--- src/rtl/vpe_tf_pkg.sv ---
// Shared definitions for the TFE address issuer and the VPE traffic-feature fetcher.
package vpe_tf_pkg;

   localparam int TF_ADDR_W = 12;

   typedef enum logic [1:0] {
      TF_IDLE   = 2'd0,
      TF_ARMED  = 2'd1,
      TF_STREAM = 2'd2
   } tf_state_e;

endpackage

--- src/rtl/vpe_tf_addr_fifo.sv ---
// Synchronous address FIFO with registered read data, occupancy level and sticky overflow.
module vpe_tf_addr_fifo
   import vpe_tf_pkg::*;
#(
   parameter int ADDR_W = TF_ADDR_W,
   parameter int DEPTH  = 32,
   localparam int PW    = $clog2(DEPTH),
   localparam int LW    = PW + 1
) (
   input  logic              clk,
   input  logic              rst,
   input  logic [ADDR_W-1:0] wr_data,
   input  logic              wr_v,
   input  logic              rd_en,
   output logic [ADDR_W-1:0] rd_data,
   output logic              rd_v,
   output logic [LW-1:0]     level,
   output logic              full,
   output logic              empty,
   output logic              ovf
);

   logic [ADDR_W-1:0] mem [DEPTH];
   logic [PW-1:0]     wp, rp;
   logic              push, pop;

   assign full  = (level == LW'(DEPTH));
   assign empty = (level == '0);
   assign push  = wr_v && !full;
   assign pop   = rd_en && !empty;

   // Storage carries no reset; validity is tracked by the pointers and level.
   always_ff @(posedge clk) begin
      if (push) mem[wp] <= wr_data;
   end

   always_ff @(posedge clk) begin
      if (rst) begin
         wp      <= '0;
         rp      <= '0;
         level   <= '0;
         rd_data <= '0;
         rd_v    <= 1'b0;
         ovf     <= 1'b0;
      end else begin
         if (push) wp <= wp + 1'b1;
         if (pop) begin
            rd_data <= mem[rp];
            rp      <= rp + 1'b1;
         end
         rd_v <= pop;
         case ({push, pop})
            2'b10:   level <= level + 1'b1;
            2'b01:   level <= level - 1'b1;
            default: level <= level;
         endcase
         if (wr_v && full) ovf <= 1'b1;
      end
   end

endmodule

--- src/rtl/vpe_tf_addr_issuer.sv ---
// Buffers TFE feature addresses and streams one VEC_LEN burst per fetcher request.
module vpe_tf_addr_issuer
   import vpe_tf_pkg::*;
#(
   parameter int ADDR_W  = TF_ADDR_W,
   parameter int VEC_LEN = 8,
   parameter int DEPTH   = 32
) (
   input  logic                   clk,
   input  logic                   rst,
   input  logic [ADDR_W-1:0]      wr_addr,
   input  logic                   wr_v,
   output logic                   wr_full,
   output logic                   rdy_for_fetch,
   input  logic                   rd_fifo_en,
   output logic [ADDR_W-1:0]      o_fea_addr,
   output logic                   o_fea_addr_v,
   output logic [$clog2(DEPTH):0] level,
   output logic                   err_ovf,
   output logic                   err_proto
);

   localparam int LW = $clog2(DEPTH) + 1;
   localparam int CW = $clog2(VEC_LEN + 1);

   tf_state_e     state, state_nxt;
   logic [CW-1:0] cnt, cnt_nxt;
   logic          pop, proto_hit, fifo_empty;

   vpe_tf_addr_fifo #(.ADDR_W(ADDR_W), .DEPTH(DEPTH)) u_fifo (
      .clk     (clk),
      .rst     (rst),
      .wr_data (wr_addr),
      .wr_v    (wr_v),
      .rd_en   (pop && !fifo_empty),
      .rd_data (o_fea_addr),
      .rd_v    (o_fea_addr_v),
      .level   (level),
      .full    (wr_full),
      .empty   (fifo_empty),
      .ovf     (err_ovf)
   );

   // The first pop happens on the accepting edge so data is valid the next
   // cycle; STREAM then spans exactly the VEC_LEN valid-output cycles, which
   // forces the one-cycle IDLE gap before re-arming.
   always_comb begin
      state_nxt = state;
      cnt_nxt   = cnt;
      pop       = 1'b0;
      proto_hit = 1'b0;
      case (state)
         TF_IDLE: begin
            proto_hit = rd_fifo_en;
            if (level >= LW'(VEC_LEN)) state_nxt = TF_ARMED;
         end
         TF_ARMED: begin
            if (rd_fifo_en) begin
               pop       = 1'b1;
               cnt_nxt   = '0;
               state_nxt = TF_STREAM;
            end
         end
         TF_STREAM: begin
            proto_hit = rd_fifo_en;
            if (cnt == CW'(VEC_LEN - 1)) begin
               state_nxt = TF_IDLE;
            end else begin
               pop     = 1'b1;
               cnt_nxt = cnt + 1'b1;
            end
         end
         default: state_nxt = TF_IDLE;
      endcase
   end

   always_ff @(posedge clk) begin
      if (rst) begin
         state         <= TF_IDLE;
         cnt           <= '0;
         rdy_for_fetch <= 1'b0;
         err_proto     <= 1'b0;
      end else begin
         state         <= state_nxt;
         cnt           <= cnt_nxt;
         rdy_for_fetch <= (state_nxt == TF_ARMED);
         if (proto_hit) err_proto <= 1'b1;
      end
   end

endmodule

--- config.mk ---
export PLATFORM = sky130hd
export DESIGN_NAME = vpe_tf_addr_issuer
export DESIGN_NICKNAME = d
export VERILOG_FILES = /design/src/rtl/vpe_tf_pkg.sv /design/src/rtl/vpe_tf_addr_fifo.sv /design/src/rtl/vpe_tf_addr_issuer.sv
export SDC_FILE = /design/constraint.sdc
export NUM_CORES = 1
export LEC_CHECK = 0
export ABC_AREA = 1
export CORE_MARGIN = 2
export CORE_UTILIZATION = 45
export CTS_CLUSTER_SIZE = 12
export DETAILED_ROUTE_END_ITERATION = 12
export PLACE_DENSITY = 0.58
export SYNTH_ARGS = -nofsm -noshare
export SYNTH_HDL_FRONTEND = slang
export SYNTH_SLANG_ARGS = --single-unit
--- constraint.sdc ---
create_clock -name clk -period 4.95 [get_ports clk]
set_input_delay 1.485 -clock clk [delete_from_list [all_inputs] [get_ports clk]]
set_output_delay 1.485 -clock clk [all_outputs]
set_load 0.01 [all_outputs]
==> key figures <==
Floorplan
  • Die area: about 0.042 mm²
  • Die height: 204.4 µm
  • Die X: a little over 200 µm
  • Core ar.: 0.03964 mm²
  • Starting density of the core: 45.57%
  • I/O Pins: 39
  • # rows: 73

Critical path
  • CP required: approximately 3.5 ns
  • Worst Reg2Reg Path Length in Cells: 14
  • Worst Setup SP: u_fifo.level[0]$_SDFFE_PP0P_
  • Critical path peak fanout: 6
  • R2r setup slk: 2.14 ns
  • Critical path's largest stage delay: around 0.6 ns
  • Crit path kind: reg -> out
  • Worst r2r src: state[0]$_SDFF_PP0_
  • Worst reg2reg path endpoint: u_fifo.level[3]$_SDFFE_PP0P_
  • Arrival time worst endpoint: 2.11 ns
  • Crit path launch type: flop
  • CP Cell Sequence: nor2_1, nand3_1, nor3b_4, clkdlybuf4s50_1
  • Worst setup EP type: output pin
  • CP max stage cell: clkdlybuf4s50_1

Synth
  • Async S/R FF share, synth: 0%
  • Most used DFF post-synth: edfxtp_1
  • Seq/Total Area, Yosys: about two thirds
  • Yosys top cell area share: between 60% and 70%
  • Post-synth EDFFs: ~380
  • Synthesized area: between 0.015 and 0.02 mm²
  • Register bit count reported by yosys: between 400 and 500
  • Synth area leader: edfxtp_1
  • Syn_nets: 1,761
  • YS warnings: 0
  • Post-synth top cells: nand2_1, edfxtp_1, nand3_1
  • Cells after synthesis: approximately 1.7k
  • Synth area leaders: edfxtp_1, nand2_1, nand3_1
  • Synth cell types: 32
  • Post-Syn Area per Cell: 10.45 µm²
  • Most common cell in the netlist: nand2_1

Place
  • Gpl congestion: ~0.88
  • Port Buffers: 38
  • DP Wirelength: about 27,000 µm

Final layout
  • Share of layout cells above drive strength 1: approximately 6.0%
  • Final Util: 51.07%
  • Area growth syn-to-layout: 12.07%
  • FILL cells: 3,576
  • Final net count: approximately 1.8k
  • Number of antenna diodes: 0

Timing
  • Endpoints failing setup: 0
  • Fin crit period: 3.597 ns
  • Setup TNS: 0 ns
  • Final max-slew violation count: 0
  • FMAX: between 200 and 300 MHz
  • Fin Clk Skew: approximately 0.017 ns
  • RSZ-0062 raised after global routing: no
  • Tcrit/Tclk final: ~73%
  • Rel. slew slack: a little over a fifth
  • Final Hold Viols: 0
  • Slew @ Worst Pin: around 1.2 ns

Clock tree
  • CTS tree: built
  • CTS hold repair buffers: 0
  • Clock Latency Late Sink: between 0.5 and 0.6 ns
  • Clock transition at path regs: roughly 0.06 ns
  • Total CTS buffers: 44
  • Max Root-Sink Buffers: 3
  • # Post-CTS Setup Buffers: 0
  • Root buf cell: clkbuf_16
  • H-tree Lvls: 2
  • Clock tree sinks: 422
  • CTS resizes: 0

Global route
  • Vias in the first global route: approximately 12k
  • GRT Util Overall: between 20% and 30%
  • Largest net degree at the start of global routing: a little over 200
  • Initial antenna violation count: 0
  • GR Overflow Total: 0
  • First-pass GRT wire length: roughly 70,000 µm

Power and ir drop
  • Leakage Power: 7.932 nW
  • Power density over cell area: about 370 mW/mm²
  • Max VDD drop: 0.2273 mV

Drt
  • DR vias: roughly 12k
  • DRC viols: 0
  • Wire per inst: roughly 20 µm
  • WL final: around 47,000 µm
  • Remaining antenna violation count: 0
  • Initial DRT Pass Iterations: 5
  • Initial DRC count: ~1.3k
  • Vias/cell: roughly 5.3

Min path
  • Hold WC Path Type: reg -> reg
  • Hold_sp: err_proto$_SDFFE_PP0P_
  • Hold Path Cell Cnt: 2
  • Worst Hold End: err_proto$_SDFFE_PP0P_

Flow run
  • Max_cap viols: 0

Run status
  • Status: finished, final reports clean
[critical path, delay by kind of cell (launching register included)]
kind                   cells  cell delay, ns
buffers and inverters      1            0.59
and+or+nand+nor            3            0.59
DFF                        1            0.39
[cell type report]
| cell class | count | area (µm²) | share of cell area (%) |
|---|---|---|---|
| sequential | 422 | 12300 | 60.75 |
| multi-input combinational | 1026 | 4513 | 22.29 |
| clock buffer | 65 | 1221 | 6.032 |
| inverter | 197 | 743.2 | 3.671 |
| timing repair buffer | 85 | 740.7 | 3.659 |
| tap | 525 | 656.9 | 3.245 |
| clock inverter | 11 | 71.32 | 0.3523 |
[per-layer routing]
metal	up-vias	global-route usage (%)	part of all wire [%]
met3	92	2.966	6.7
met4	0	7.609	3.5
met1	5939	31.98	43
met5	-	0	0
li1	5803	-	-
met2	445	35.98	46
[cell usage in the layout, fill, tap and decap left out, types with 23 or more instances in the layout]
master and n:
clkdlybuf4s50_1 37, nor2_1 113, a21oi_1 55, o21ai_0 23, edfxtp_1 384, nand3_1 241, nand2_1 542, buf_4 46
dfxtp_1 36, inv_1 192, clkbuf_16 45
[where the power goes]
| group | internal (mW) | leakage (nW) | switching (mW) |
|---|---|---|---|
| sequential | 3.93 | 3.77 | 0.0262 |
| clock | 1.75 | 0.627 | 1.29 |
| combinational | 0.154 | 3.54 | 0.379 |
| total | 5.83 | 7.93 | 1.70 |
[sequential cells by signal, summed over array words and instances, names as in the netlist]
register	cells
cnt	4
err_proto	1
rdy_for_fetch	1
state	2
u_fifo.level	6
u_fifo.mem	384
u_fifo.ovf	1
u_fifo.rd_data	12
u_fifo.rd_v	1
u_fifo.rp	5
u_fifo.wp	5
[stage by stage]
step | setup WS (ns) | power, mW | hold slack, ns | instance area, µm² | instances
floorplan | 1.717 | 4.348 | 0.4434 | 18060 | 1729
CTS | 1.331 | 7.577 | 0.4590 | 20250 | 2331
global placement | 0.9169 | 4.555 | 0.4417 | 18950 | 2255
finish | 1.353 | 7.528 | 0.4516 | 20250 | 2331
detailed placement | 0.8657 | 4.561 | 0.4508 | 18950 | 2255
global route | 1.168 | 7.772 | 0.4736 | 20250 | 2331
[cell families after synthesis]
logic type      share of synthesized area [%]
xor+xnor                               0.2909
simple gates                            20.97
compound gates                          2.542
flops                                   68.04
fa+ha+maj                               1.150
buf+inv                                 7.002
[worst max-delay path by stage]
stage / to / slack, ns / cells past startpoint
global route: wr_full / 1.17 / 4
floorplan: u_fifo.level[4]$_SDFFE_PP0P_ / 1.72 / 13
detailed placement: u_fifo.level[3]$_SDFFE_PP0P_ / 0.87 / 13
global placement: u_fifo.level[3]$_SDFFE_PP0P_ / 0.92 / 13
CTS: wr_full / 1.33 / 4
finish: wr_full / 1.35 / 4
No activity file was read; power rests on OpenSTA's default activity.
